[config.mk]
export PLATFORM = sky130hd
export DESIGN_NAME = led_counter_ctrl
export DESIGN_NICKNAME = d
export VERILOG_FILES = /design/src/rtl/led_ctrl_pkg.sv /design/src/rtl/btn_debounce.sv /design/src/rtl/led_counter_ctrl.sv
export SDC_FILE = /design/constraint.sdc
export NUM_CORES = 1
export LEC_CHECK = 0
export BUFFER_PORTS_ARGS = -buffer_cell sky130_fd_sc_hd__buf_2
export CAP_MARGIN = 25
export CORE_MARGIN = 4
export CORE_UTILIZATION = 53
export CTS_CLUSTER_DIAMETER = 60
export DETAILED_ROUTE_END_ITERATION = 6
export PLACE_DENSITY = 0.76
export SYNTH_ARGS = -nofsm -noshare
export SYNTH_HDL_FRONTEND = slang
export SYNTH_SLANG_ARGS = --single-unit
[constraint.sdc]
create_clock -name clk -period 1.4 [get_ports clk]
set_input_delay 0.28 -clock clk [delete_from_list [all_inputs] [get_ports clk]]
set_output_delay 0.28 -clock clk [all_outputs]
set_load 0.01 [all_outputs]
[src/rtl/led_ctrl_pkg.sv]
// Shared encodings and defaults for the LED counter controller.
package led_ctrl_pkg;

    typedef enum logic [1:0] {
        ST_IDLE   = 2'b00,
        ST_RUN    = 2'b01,
        ST_UNUSED = 2'b10,
        ST_CLEAR  = 2'b11
    } state_e;

    localparam logic [1:0] SW_MAX           = 2'd3;
    localparam int         DEB_CYCLES_DEF   = 4;
    localparam int         CLEAR_CYCLES_DEF = 2;

endpackage

[src/rtl/btn_debounce.sv]
// Raw button -> 2-flop synchronizer -> counting debouncer -> one-cycle press pulse.
module btn_debounce
    import led_ctrl_pkg::*;
#(
    parameter int DEB_CYCLES = DEB_CYCLES_DEF
) (
    input  logic clk,
    input  logic reset,
    input  logic btn_raw,
    output logic press
);

    localparam int CW = $clog2(DEB_CYCLES + 1);

    logic          sync1_q, sync2_q;
    logic          level_q, level_d;
    logic          level_dly_q;
    logic          press_q, press_d;
    logic [CW-1:0] cnt_q, cnt_d;

    // The level flips on the DEB_CYCLES-th consecutive differing sample.
    always_comb begin
        level_d = level_q;
        cnt_d   = '0;
        if (sync2_q != level_q) begin
            if (cnt_q == CW'(DEB_CYCLES - 1)) begin
                level_d = ~level_q;
            end else begin
                cnt_d = cnt_q + 1'b1;
            end
        end
        press_d = level_q & ~level_dly_q;
    end

    always_ff @(posedge clk) begin
        if (reset) begin
            sync1_q     <= 1'b0;
            sync2_q     <= 1'b0;
            level_q     <= 1'b0;
            level_dly_q <= 1'b0;
            press_q     <= 1'b0;
            cnt_q       <= '0;
        end else begin
            sync1_q     <= btn_raw;
            sync2_q     <= sync1_q;
            level_q     <= level_d;
            level_dly_q <= level_q;
            press_q     <= press_d;
            cnt_q       <= cnt_d;
        end
    end

    assign press = press_q;

endmodule

[src/rtl/led_counter_ctrl.sv]
// Run/stop, speed and direction control for an external LED counter.
// Optional macro AUTO_REV_EN: reverse direction automatically at the count limits while running.
module led_counter_ctrl
    import led_ctrl_pkg::*;
#(
    parameter int DEB_CYCLES   = DEB_CYCLES_DEF,
    parameter int CLEAR_CYCLES = CLEAR_CYCLES_DEF
) (
    input  logic       clk,
    input  logic       reset,
    input  logic       btn_run,
    input  logic       btn_speed,
    input  logic       btn_dir,
    input  logic [7:0] led_in,
    output logic [1:0] SW,
    output logic       UD,
    output logic       ctr_reset,
    output logic       busy,
    output logic [1:0] state
);

    localparam int CLR_W = $clog2(CLEAR_CYCLES + 1);

    logic             run_p, speed_p, dir_p;
    state_e           state_q, state_d;
    logic [CLR_W-1:0] clr_cnt_q, clr_cnt_d;
    logic [1:0]       sw_q, sw_d;
    logic             ud_q, ud_d;
    logic             active;

    btn_debounce #(.DEB_CYCLES(DEB_CYCLES)) u_deb_run (
        .clk(clk), .reset(reset), .btn_raw(btn_run), .press(run_p));
    btn_debounce #(.DEB_CYCLES(DEB_CYCLES)) u_deb_speed (
        .clk(clk), .reset(reset), .btn_raw(btn_speed), .press(speed_p));
    btn_debounce #(.DEB_CYCLES(DEB_CYCLES)) u_deb_dir (
        .clk(clk), .reset(reset), .btn_raw(btn_dir), .press(dir_p));

`ifndef AUTO_REV_EN
    logic unused_led;
    assign unused_led = ^led_in;
`endif

    always_comb begin
        state_d   = state_q;
        clr_cnt_d = clr_cnt_q;
        sw_d      = sw_q;
        ud_d      = ud_q;
        active    = (state_q == ST_IDLE) || (state_q == ST_RUN);

        case (state_q)
            ST_IDLE: begin
                if (run_p) state_d = ST_RUN;
            end
            ST_RUN: begin
                if (run_p) begin
                    state_d   = ST_CLEAR;
                    clr_cnt_d = '0;
                end
            end
            ST_CLEAR: begin
                if (clr_cnt_q == CLR_W'(CLEAR_CYCLES - 1)) begin
                    state_d   = ST_IDLE;
                    clr_cnt_d = '0;
                end else begin
                    clr_cnt_d = clr_cnt_q + 1'b1;
                end
            end
            default: state_d = ST_IDLE;
        endcase

        // A run press swallows any speed/dir press landing in the same cycle.
        if (active && !run_p) begin
            if (speed_p) sw_d = (sw_q == SW_MAX) ? 2'd0 : sw_q + 2'd1;
            if (dir_p)   ud_d = ~ud_q;
        end

`ifdef AUTO_REV_EN
        if ((state_q == ST_RUN) && !dir_p) begin
            if (ud_q && (led_in == 8'hFF))       ud_d = 1'b0;
            else if (!ud_q && (led_in == 8'h00)) ud_d = 1'b1;
        end
`endif
    end

    always_ff @(posedge clk) begin
        if (reset) begin
            state_q   <= ST_IDLE;
            clr_cnt_q <= '0;
            sw_q      <= 2'd0;
            ud_q      <= 1'b1;
        end else begin
            state_q   <= state_d;
            clr_cnt_q <= clr_cnt_d;
            sw_q      <= sw_d;
            ud_q      <= ud_d;
        end
    end

    assign SW        = sw_q;
    assign UD        = ud_q;
    assign busy      = (state_q == ST_RUN);
    assign ctr_reset = (state_q != ST_RUN);
    assign state     = state_q;

endmodule
* Word-level counts from Yosys, hierarchy flattened
Cells that the tools add are included.
Word-level totals: register bits after elaboration 31, bits of input ports 13
Operators by class: add/sub/neg operators 5, eq/ne operators 14, multiplexer cells 8, bitwise logic cells 13, reductions and logical operators 15
Operators by type and width (count):
- two-way mux 2 bit | 6
- AND reduction 2 bit | 6
- NOT 1 bit | 10
- adder 3 x 1 -> 3 bit (second input constant) | 3
- equality test 3 x 2 -> 1 bit (second input constant) | 3
- OR reduction 3 bit | 3
- inequality test 2 x 1 -> 1 bit (second input constant) | 3
- case mux 2 bit (3 select lines) | 1
- adder 2 x 1 -> 2 bit (second input constant) | 2
- equality test 2 x 1 -> 1 bit (second input constant) | 2
- equality test 2 bit (second input constant) | 2
- case mux 2 bit (2 select lines) | 1
- AND 1 bit | 3
- inequality test 1 bit | 3
- AND reduction 3 bit | 1
- zero test 2 bit | 1
- inequality test 2 bit (second input constant) | 1
- nonzero test 2 bit | 1
- logical AND 1 bit | 1
- zero test 1 bit | 1
- logical OR 1 bit | 1

* Longest topological paths before layout
Gate-level depths: netlist (run 1).
depth in word-level cells 4, depth in mapped cells 4

* By module
Synthesis (run 1) repeated with hierarchy kept, for this count alone.
Unflattened totals: cell total of the unflattened synthesis 96, area total of the unflattened synthesis 1126.1 um2
By module, submodules not included:
- btn_debounce | times used 3, cells an instance 21, area each 266.5 um2, seq. area each 160.2 um2
- led_counter_ctrl | times used 1, cells an instance 33, area each 326.6 um2, seq. area each 140.1 um2

* Worst setup path after synthesis (run 1)
No wires, ideal clock.
kind reg2reg, start reg state_q[1], in the netlist state[1], end reg sw_q[0], in the netlist SW[0], arrival time 0.998 ns, slack 0.279 ns, cell stages (with the launch flop) 4, cell sequence dfxtp_1 -> buf_6 -> nor3b_4 -> mux2_1
Between the ends: word-level cells in the longest chain between the ends 4, elaborated cells on any way between the ends 5, those cells by class 1 x eq/ne; 4 x reduce/logical
RTL lines:
- start, declared | RTL line led_counter_ctrl.sv:25 | state_e state_q, state_d;
- start signal, assigned | RTL line led_counter_ctrl.sv:92 | state_q <= state_d;
- equality test 2 x 1 -> 1 bit or zero test 2 bit (tied branches) | RTL line led_counter_ctrl.sv:48 | active = (state_q == ST_IDLE) || (state_q == ST_RUN);
- logical OR 1 bit (*) | RTL line led_counter_ctrl.sv:48
- logical AND 1 bit (*) | RTL line led_counter_ctrl.sv:72 | if (active && !run_p) begin
- AND reduction 2 bit (no line) (*)
- end signal, assigned | RTL line led_counter_ctrl.sv:94 | sw_q <= sw_d;
- end, declared | RTL line led_counter_ctrl.sv:27 | logic [1:0] sw_q, sw_d;
Every way passes the cells marked *; elsewhere a longest branch is shown, timed or not. A chain may end at the register's enable or synchronous reset.

* Worst setup path after layout (run 1)
start reg state_q[1], in the netlist state[1], end out busy
Between the ends: word-level cells in the longest chain between the ends 1
RTL lines:
- equality test 2 x 1 -> 1 bit | RTL line led_counter_ctrl.sv:101 | assign busy = (state_q == ST_RUN);
- end, declared | RTL line led_counter_ctrl.sv:18 | output logic busy,
No other way between the ends.

==> results.txt, run 1 <==
* Result of the run: finished, final reports clean
* Mean Syn Cell Area: 11.80 um2
- After detailed routing, the number of vias per cell comes to approximately 5.
- Summed over all layers, the global routing overflow is 0.
- Across every metal layer, demand over resource in global routing totals 0.1344.
* Minimum clock period: around 1.3 ns
* Starting utilization of the core area: 0.5778
- Number of hold buffers added after cts: 0
- The detailed router placed between 700 and 800 vias in this run.
- Clock skew on the completed layout was measured at 0.009512 ns.
- Worst setup timing slack at the placement stage: 0.2607 ns
* Clock transition at the registers of the reported paths: around 0.090 ns
- Startpoint kind of the worst setup timing path: register
- CTS HTree Levels: 2
- Pin count of the biggest net entering global routing: 17
* Detailed router's first-iteration violation count: 7
* Final setup margin: around 0.12 ns
- Total of endpoints with negative setup slack in the final report: 0
- In this run the cell area measured after placement is roughly 0.0013 mm2.
* Overall power: between 1 and 1.5 mW
- Total Negative Setup Slacks: 0 ns
- Diodes inserted: 0
- Die boundary height: 55.18 um
- The detail route stage leaves a number of antenna-violating nets equal to 0.
- Measured against its own limit, the worst slew margin works out to 0.8016.
- In the synthesized netlist, the number of instances is 100.
* Proportion of layout cells with a drive suffix above 1: 0.2542
* Global placer's final weighted congestion: 0.6185
- The initialized floorplan defines 16 standard-cell rows.
- Net count of the finished layout: around 140
* Maximum vdd drop: around 0.8 mV
- TritonCTS built the clock tree.
* P_leak: 0.5524 nW
* Period utilization: 0.9169
- In the final routed layout, each cell accounts on average for about 11 um.
- In the layout the commonest cells are dfxtp_1, nor2b_1, buf_2.
- The largest single stage delay on the critical path is between 0.3 and 0.4 ns.
- Relative to the synthesized area, the layout overhead comes to 12.51%.
* Synth Warn #: 0
- The final number of max-transition violations came to 0.
- Yosys mapped the design onto 21 distinct sky130hd cell types.
* Required time worst endpoint: 1.12 ns
* Via count of the first global-routing pass: between 600 and 700
* CTS Root Cell: clkbuf_4
- The die is around 55 um wide.
- For this design the ratio of total power to cell area is 1086 mW/mm2.
- Count of pins on the block boundary: 20
- Derived from the worst setup path, the maximum achievable clock frequency is between 700 and 800 MHz.
* Count of state elements after synthesis: 31
- Clock tree buffer depth: 2
- At the later pin of the worst-skew pair, clock insertion delay measures ~0.32 ns.
* Global-route wire length before repair: 2.746 mm
* Detailed-router iteration count before antenna repair: 3
- Traced cell by cell, the critical path runs through nand2b_1, inv_1, buf_2.
* Slowest library cell on the worst path: dfxtp_4
* Final wirelength: 1.564 mm
- For this run, the register share of the synthesized area comes to 0.5260.
- Along the worst path, the maximum fanout reaches 6.
- Once layout is complete, the utilization of the core stands at 0.6501.
* Half-perimeter wire length of the detailed placement result: between 1 and 1.5 mm
- Worst-Margin Slew: 0.2955 ns
- In this run the standard cell core region covers between 0.002 and 0.0025 mm2.
* Path category of the worst min-delay check: in -> reg
* RSZ-0062 raised after global routing: no
* Most frequent standard cell in the layout excluding fill and tap cells: dfxtp_1
- Syn_nets: between 100 and 150
* Die Footprint: 0.003045 mm2
- Post-detailed-route DRC marker count: 0
* Worst endpoint data arrival time: 1.00 ns
* Clock sink count: 31
- The cell area that synthesis handed to floorplanning was roughly 0.0012 mm2.
- In this run the tool buffered the top-level ports with 11 buffer cells.
- Class of the most critical setup path: reg -> out
* Total count of hold-check failures in the final report: 0
- Setup crit end kind: primary output
- Max capacitance violation total: 0
- CTS Buf Count: 5
* Post-route cell area: 0.001328 mm2
- Number of antenna violations at the first check in global routing: 0
-- metrics by stage --
stage | cells | hold slack [ns]
global route | 145 | 0.1502
global placement | 136 | 0.3727
CTS | 143 | 0.1444
finish | 145 | 0.1712
floorplan | 100 | 0.3591
detailed placement | 136 | 0.3899
-- power breakdown --
group	switching, mW	internal, mW	total [mW]	leakage [nW]
Clock	0.272	0.232	0.504	0.0341
Combinational	0.0214	0.0223	0.0436	0.266
Sequential	0.00430	0.890	0.894	0.253
Total	0.298	1.14	1.44	0.552
-- flip-flops by register name, indices dropped and copies added, names as in the netlist, 2 cells and up --
name and count:
u_deb_run.cnt_q 3, clr_cnt_q 2, u_deb_speed.cnt_q 3, SW 2, state 2, u_deb_dir.cnt_q 3
-- timing repair --
action / CTS / global route
endpoints found under the setup margin: 2 / 2
buffers inserted: 0 / 2
gates resized for setup: 1 / 2
pin swaps: 0 / 0
-- logic make-up (layout without fill, tap and decap cells) --
group,Yosys count,after routing,share of synthesized area
mux,7,7,0.06468
xor+xnor,3,3,0.02227
flops,31,31,0.5260
compound gates,4,4,0.02333
fa+ha+maj,7,7,0.07423
buf+inv,9,27,0.05408
simple gates,39,39,0.2354
-- critical path, delay by kind of cell, from the launching register on --
family                 cells  cell delay, ns
and+or+nand+nor            1            0.15
DFF                        1            0.37
buffers and inverters      2            0.16
-- final timing paths --
kind	cells after the start	end	slack, ns	startpoint
min reg2reg	1	u_deb_dir.press	0.39	u_deb_dir.level_dly_q
max reg2reg	3	SW[0]	0.22	state[1]
min	2	u_deb_speed.sync1_q	0.17	btn_speed
max	3	busy	0.12	state[1]
-- routing by layer --
metal / up-vias / global-route usage / share of wire
li1: 375 / - / -
met1: 321 / 0.1346 / 0.45
met2: 11 / 0.2165 / 0.48
met3: 3 / 0.07239 / 0.063
met4: 0 / 0.08502 / 0.015
met5: - / 0 / 0
-- synth_stat cells --
cell      number  share of area
and3b_1        1         0.0074
mux2i_1        5          0.042
nor4_1         6          0.032
inv_1          5          0.016
o211a_1        1         0.0085
buf_6          4          0.038
mux2_1         1         0.0095
mux2_4         1          0.013
nor2_1         5          0.016
nor4b_2        3          0.038
ha_1           7          0.074
nor3b_4        1          0.016
a21oi_1        2         0.0085
nand2b_1       5          0.027
nor2b_1       14          0.074
xnor2_1        3          0.022
dfxtp_1       31           0.53
nor3_1         2         0.0085
nor3b_1        1         0.0064
nor4_2         1          0.011
a211oi_1       1         0.0064
-- area by class of cell --
cell class                      instances  area (um2)
Fill cell                             172       714.4
Sequential cell                        31       625.6
Clock inverter                          1       5.005
Inverter                                5       18.77
Clock buffer                            6       51.30
Timing Repair Buffer                   15       97.59
Multi-Input combinational cell         60       495.5
Tap cell                               27       33.78
Note: power is estimated with default switching activity, not from simulation.
==> run 2, diff against run 1 <==
--- a/config.mk
+++ b/config.mk
@@ -8,10 +8,11 @@
 export BUFFER_PORTS_ARGS = -buffer_cell sky130_fd_sc_hd__buf_2
 export CAP_MARGIN = 25
 export CORE_MARGIN = 4
-export CORE_UTILIZATION = 53
+export CORE_UTILIZATION = 52
 export CTS_CLUSTER_DIAMETER = 60
 export DETAILED_ROUTE_END_ITERATION = 6
-export PLACE_DENSITY = 0.76
+export PLACE_DENSITY = 0.75
 export SYNTH_ARGS = -nofsm -noshare
 export SYNTH_HDL_FRONTEND = slang
+export SYNTH_HIERARCHICAL = 1
 export SYNTH_SLANG_ARGS = --single-unit
==> run 2 against run 1 <==
  * Flip-flop and latch count is the same
  * Die area shrank 2.3%
  * Total power grew 6.2%
  * Critical path type unchanged
  * Critical endpoint unchanged
  * Highest routed layer unchanged
==> results.txt, run 2 <==
- Setup repair after global routing left no endpoint under its margin.
* Grt total ovfl: 0 (unchanged)
* Row Count: 16 (unchanged)
- Final wirelength: 1.476 mm (-5.6%)
- The number of different library cells in the post-synthesis netlist was 22 (+4.8%).
- The gate count after technology mapping was 96 (-4.0%).
- The synthesized design spends more area on one cell type than any other, namely dfxtp_1.
* Detailed router's first-iteration violation count: 2 (-5)
- Most frequently used flop master after synthesis: dfxtp_1
* Half-perimeter wire length of the detailed placement result: 1.080 mm (-4.3%)
* Post CTS Setup Buffer Count: 0 (unchanged)
- Count of pins on the block boundary: 20 (unchanged)
* CTS HTree Levels: 2 (unchanged)
- The critical path data arrival time was 1.03 ns (+0.03 ns).
* Pin count of the biggest net entering global routing: 21 (+4)
* Post-Synthesis Cell Area: 0.001126 mm2 (-4.6%)
- The post-CTS clock slew at the launch and capture registers of the worst setup and hold paths came to 0.09 ns (about the same).
* Clock tree buffer depth: 2 (unchanged)
* Number of antenna violations at the first check in global routing: 0 (unchanged)
* Post-detailed-route DRC marker count: 0 (unchanged)
* Minimum clock period: 1.314 ns (+0.03025 ns)
- PD cells: 1186 mW/mm2 (+9.2%)
- The antenna cell count is 0 (unchanged).
- Number of hold buffers added after cts: 0 (unchanged)
- Traced cell by cell, the critical path runs through nand2b_1, inv_1, buf_2.
- In the synthesized netlist, the cells that appear most often are dfxtp_1, nor2b_1, ha_1, nor2_1.
* Maximum vdd drop: 0.8526 mV (+8.3%)
- ANT nets after route: 0 (unchanged)
- Clock sink count: 31 (unchanged)
* P_leak: 0.5146 nW (-6.9%)
* CTS Root Cell: clkbuf_4
- Die boundary height: 54.54 um (-1.2%)
- The initial cell density of the core is 0.5625 (-0.01532).
- The number of hold violations in the final report came to 0 (unchanged).
- Synth top area share: 0.5511 (+0.02513)
- The sequential area share after synthesis is 0.5511 (+0.02513).
* Die width: 54.54 um (-1.2%)
- The total negative setup slack is 0 ns (unchanged).
* Final Slew Violations: 0 (unchanged)
- Post-DR wirelength/cell: 10.32 um (-4.3%)
- Count of state elements after synthesis: 31 (unchanged)
* Core Box Area: 0.002002 mm2 (-2.0%)
- Total of endpoints with negative setup slack in the final report: 0 (unchanged)
- Commonest cells after routing, fill and taps aside: dfxtp_1, buf_2, nor2b_1
- Worst setup skew after layout: 0.008128 ns (-0.001385 ns)
- Global-route wire length before repair: 2.546 mm (-7.3%)
- CTS Buf Count: 5 (unchanged)
- The net count of the mapped netlist is 116 (-3.3%).
- Post-placement cell count: 135 (-0.74%)
* Drt via density: 4.986 (+1.8%)
- Post-CTS resize count: 1 (unchanged)
* Most frequent standard cell in the layout excluding fill and tap cells: dfxtp_1
* Global placer's final weighted congestion: 0.6439 (+4.1%)
- Leading cell type by number of instances after synthesis: dfxtp_1
- The critical path data required time was 1.12 ns (about the same).
* Final cell count without fillers: 143 (-1.4%)
* Synth Warn #: 6 (+6)
* Class of the most critical setup path: reg -> out
* Max capacitance violation total: 0 (unchanged)
* Via count of the first global-routing pass: 643 (-6.3%)
* Worst-path fanout max: 9 (+3)
- Setup crit end kind: primary output
* Proportion of layout cells with a drive suffix above 1: 0.2586 (+0.004383)
- Path category of the worst min-delay check: in -> reg
- Slowest library cell on the worst path: dfxtp_4
* Highest attainable clock frequency: 761.1 MHz (-2.3%)
- The later-pin clock latency in the skew report was 0.32 ns (about the same).
- The run finished with clean final reports.
- Via count: 713 (+0.42%)
- Clock tree from TritonCTS: done
- The delay of the slowest critical-path stage came to 0.39 ns (+0.02 ns).
- The final cycle utilization of the critical path was 0.9385 (+0.02161).
* Detailed-router iteration count before antenna repair: 4 (+1)
- Largest regs: u_deb_dir/cnt_q (3), u_deb_run/cnt_q (3), u_deb_speed/cnt_q (3)
- The number of port buffers came to 11 (unchanged).
- Overall fraction of global-route tracks in use: 0.1273 (-0.007138)
* Worst-Margin Slew: 0.3820 ns (+0.08642 ns)
- The die footprint came to 0.002974 mm2 (-2.3%).
* Slew headroom: 0.7454 (-0.05620)
- The count of flip-flops with a built-in enable after synthesis came to 0 (unchanged).
- The worst setup path is launched from a register.
- The layout net count was 135 (-2.2%).
- Biggest area contributors in the synthesized netlist: dfxtp_1, ha_1, nor2b_1, mux2i_1, nor4b_2
* Async set-reset flop share out of synthesis: 0 (unchanged)
- The average instance area after synthesis came to 11.73 um2 (-0.58%).
- Compared with the post-synthesis result, the final layout area differs by 14.67%.
-- run 2: changes by cell type in the layout (fill, tap and decap cells not counted), sizes merged, moves of 2 or more --
cell    previous run  this run
clkbuf             6         8
nor2               5         7
nand2b             5         1
buf               15        13
nor2b             14        12
nor3               2         0
o21ai              0         2
o21bai             0         2
-- run 2: worst max-delay path, delay by kind of cell, from the launching register on --
| family | cells | cell delay (ns) |
|---|---|---|
| simple gates | 1 | 0.16 |
| flops | 1 | 0.39 |
| buf+inv | 2 | 0.17 |
-- run 2: through the flow --
stage / utilization / cell area (um2) / power [mW] / setup slack, ns / hold slack [ns]
6_report: 0.6450 / 1291 / 1.532 / 0.08614 / 0.1710
5_1_grt: 0.6450 / 1291 / 1.611 / 0.008355 / 0.1798
4_1_cts: 0.6438 / 1289 / 1.555 / 0.03203 / 0.1549
3_5_place_dp: 0.6088 / 1219 / 0.9839 / 0.2611 / 0.3756
3_3_place_gp: 0.6088 / 1219 / 0.9813 / 0.3017 / 0.3720
2_1_floorplan: - / 1126 / 0.9492 / 0.3257 / 0.3491
-- run 2: final timing paths --
kind / slack, ns / depth (start not counted) / startpoint / to
setup reg to reg: 0.26 / 4 / u_deb_dir/cnt_q[0] / u_deb_dir/level_q
hold / removal: 0.17 / 2 / btn_speed / u_deb_speed/sync1_q
setup / recovery: 0.09 / 3 / state[1] / busy
hold reg to reg: 0.39 / 1 / u_deb_dir/level_dly_q / u_deb_dir/press
-- run 2: logic make-up after synthesis --
kind of cell	count (synthesis)	synth area share
and+or+nand+nor	33	0.2056
xor gates and xnor gates	3	0.02334
buffers and inverters	7	0.03000
muxes	6	0.05778
DFF	31	0.5511
AOI/OAI and AO/OA	9	0.05444
adders and majority gates	7	0.07777
-- run 2: metal layers --
layer / global-route usage / share of wire / vias to the layer above
met4: 0.09959 / 0.024 / 0
li1: - / - / 370
met3: 0.06267 / 0.076 / 5
met2: 0.1892 / 0.45 / 14
met1: 0.1364 / 0.45 / 324
met5: 0 / 0 / -
-- run 2: where the power goes --
group          switching, mW  internal [mW]  total, mW  leakage (nW)
logic                 0.0307         0.0265     0.0572         0.224
clock network          0.277          0.295      0.572        0.0386
registers            0.00968          0.893      0.903         0.252
total                  0.317           1.21       1.53         0.515
-- run 2: cell type report --
type	count	area [um2]
tap	27	33.78
timing repair buffer	13	70.07
fill	163	710.7
multi-input combinational	58	471.7
clock buffer	8	68.82
sequential	31	624.3
inverter	6	22.52
==> run 3, diff against run 2 <==
--- a/config.mk
+++ b/config.mk
@@ -8,10 +8,10 @@
 export BUFFER_PORTS_ARGS = -buffer_cell sky130_fd_sc_hd__buf_2
 export CAP_MARGIN = 25
 export CORE_MARGIN = 4
-export CORE_UTILIZATION = 52
+export CORE_UTILIZATION = 50
 export CTS_CLUSTER_DIAMETER = 60
 export DETAILED_ROUTE_END_ITERATION = 6
-export PLACE_DENSITY = 0.75
+export PLACE_DENSITY = 0.73
 export SYNTH_ARGS = -nofsm -noshare
 export SYNTH_HDL_FRONTEND = slang
 export SYNTH_HIERARCHICAL = 1
==> run 3 against run 2 <==
  * Hold slack got worse by 0.0045 ns
  * Register-to-register slack about the same
  * Non-clock buffer count is 1 higher
  * Total power is 4.5% lower
  * Combinational power decreased by 6.1%
  * Cell area fell by 0.29%
  * Highest routed layer unchanged
==> results.txt, run 3 (synthesis results as in run 2) <==
- The number of failing setup endpoints in the final timing report was 0 (unchanged).
- CTS Root Cell: clkbuf_4
- Number of hold buffers added after cts: 0 (unchanged)
- Pin count of the biggest net entering global routing: 29 (+38%)
- Minimum clock period: 1.287 ns (-0.02643 ns)
- Post-DR wirelength/cell: 10.64 um (+3.0%)
- The setup slack after placement is 0.2611 ns (+0.00007000 ns).
- CTS HTree Levels: 2 (unchanged)
- Detailed-router iteration count before antenna repair: 4 (unchanged)
* Path category of the worst min-delay check: in -> reg
- Via count: 693 (-2.8%)
* Post-detailed-route DRC marker count: 0 (unchanged)
* Chain of cells forming the critical path: nand2b_1, inv_1, buf_2
* Die boundary height: 55.46 um (+1.7%)
- The leakage power is 0.5173 nW (+0.53%).
* Net count of the finished layout: 136 (+0.74%)
- Clock sink count: 31 (unchanged)
- Detailed router's first-iteration violation count: 17 (+15)
- Slew headroom: 0.6368 (-0.1085)
* Sw frac: 0.2143 (+0.007365)
- Delay contributed by the slowest stage of the critical path: 0.37 ns (-0.02 ns)
- The initial cell density of the core is 0.5515 (-0.01103).
- Number of antenna violations at the first check in global routing: 0 (unchanged)
- Relative to the synthesized area, the layout overhead comes to 14.33%.
* Die Footprint: 0.003075 mm2 (+3.4%)
* Highest attainable clock frequency: 776.7 MHz (+2.1%)
* Proportion of layout cells with a drive suffix above 1: 0.2759 (+0.01724)
- Count of pins on the block boundary: 20 (unchanged)
* Most frequent standard cell in the layout excluding fill and tap cells: dfxtp_1
- Port Buffers: 11 (unchanged)
* Worst-path fanout max: 8 (-1)
- The reported max-cap violation count came to 0 (unchanged).
* Via count of the first global-routing pass: 673 (+4.7%)
- Required time worst endpoint: 1.12 ns (about the same)
- The combinational cell fraction of total power came to 0.037 (about the same).
- Overall fraction of global-route tracks in use: 0.1147 (-0.01257)
- Leaving out fill and tap cells, the most frequent cells in the layout are dfxtp_1, buf_2, nor2b_1.
- The core area was 0.002042 mm2 (+2.0%).
* CTS Buf Count: 5 (unchanged)
* Clock tree from TritonCTS: done
* Drt via density: 4.846 (-2.8%)
- ANT nets after route: 0 (unchanged)
- Row Count: 16 (unchanged)
- The antenna cell count was 0 (unchanged).
- STA classifies the critical path startpoint as a register.
* Period utilization: 0.9196 (-0.01888)
* Worst endpoint data arrival time: 1.01 ns (-0.02 ns)
- Setup crit end kind: primary output
- The largest registers in the layout are u_deb_dir/cnt_q (3), u_deb_run/cnt_q (3), u_deb_speed/cnt_q (3).
- The buffer levels on the longest clock path is 2 (unchanged).
- Among cell families on the critical path, the largest total delay comes from flip-flops.
- The setup path with the least slack is of type reg -> out.
- The horizontal die dimension came to 55.46 um (+1.7%).
- The overflow left after global routing came to 0 (unchanged).
- The later-pin clock latency in the skew report came to 0.31 ns (about the same).
- Final setup margin: 0.1126 ns (+0.02643 ns)
* Final Slew Violations: 0 (unchanged)
- The cell area power density is 1136 mW/mm2 (-4.3%).
* Clock transition at the registers of the reported paths: 0.09 ns (about the same)
- Relative contribution of sequential cells to total power: 0.618 (+0.029)
* Sw Pwr: 0.3134 mW (-1.1%)
- Maximum vdd drop: 0.7840 mV (-8.0%)
* Result of the run: finished, final reports clean
- Total Negative Setup Slacks: 0 ns (unchanged)
- Worst setup skew after layout: 0.008553 ns (+0.0004252 ns)
* Critical path buffer and inverter count: 2 (unchanged)
- Proportion of power drawn by the clock network: 0.346 (-0.027)
* Slowest library cell on the worst path: dfxtp_4
- RSZ-0062 raised after global routing: no
- Worst-Margin Slew: 0.5448 ns (+0.1628 ns)
* Half-perimeter wire length of the detailed placement result: 1.068 mm (-1.1%)
* Final wirelength: 1.521 mm (+3.0%)
* Global placer's final weighted congestion: 0.6382 (-0.89%)
- The number of hold violations in the final report is 0 (unchanged).
- Internal power consumption: 1.149 mW (-5.4%)
- The worst hold margin is 0.1666 ns (-0.004465 ns).
* Global-route wire length before repair: 2.773 mm (+8.9%)
==> run 3: cell types whose count changed in the layout (fill, tap and decap cells not counted) <==
cell	before	now
buf_4	2	3
clkbuf_1	1	0
clkbuf_8	2	1
clkinv_2	0	1
dfxtp_1	30	29
dfxtp_2	0	1
==> run 3: power by group through the flow <==
stage	combinational, mW	sequential, mW	clock [mW]
after floorplan	0.0244	0.925	0
after CTS	0.0547	0.905	0.530
final	0.0537	0.903	0.506
after detailed placement	0.0547	0.925	0
after global routing	0.0614	0.906	0.570
after global placement	0.0527	0.924	0
==> run 3: cell type report <==
| cell class | instances | area, um2 |
|---|---|---|
| well taps | 27 | 33.78 |
| flip-flops and latches | 31 | 625.6 |
| multi-input cells | 58 | 471.7 |
| clock inverters | 1 | 5.005 |
| inverters | 6 | 22.52 |
| repair buffers | 14 | 77.57 |
| fillers | 188 | 754.5 |
| clock buffers | 6 | 51.30 |
==> run 3: final timing paths <==
kind / start / endpoint / slack, ns / cells after the start
min: btn_dir / u_deb_dir/sync1_q / 0.17 / 2
max: state[1] / busy / 0.11 / 3
max reg2reg: u_deb_speed/cnt_q[0] / u_deb_speed/cnt_q[2] / 0.26 / 3
min reg2reg: u_deb_speed/level_dly_q / u_deb_speed/press / 0.39 / 1
==> run 3: routing by layer <==
layer  part of all wire  global-route usage  vias up
met3              0.048             0.06294        2
met5                  0                   0        -
met2               0.48              0.1689       13
li1                   -                   -      370
met1               0.47              0.1312      308
met4             0.0079             0.06250        0
==> run 3: timing repair <==
| action | 4_1_cts | 5_1_grt |
|---|---|---|
| setup endpoints to repair | 2 | 2 |
| gates resized for setup | 1 | 2 |
| setup buffers | 0 | 3 |
==> run 3: per-stage QoR <==
step	cell area [um2]	instances	util	total power, mW
after floorplan	1126	96	-	0.9492
after global placement	1204	133	0.5895	0.9769
after detailed placement	1204	133	0.5895	0.9800
after CTS	1261	140	0.6176	1.490
after global routing	1287	143	0.6305	1.537
final	1287	143	0.6305	1.462
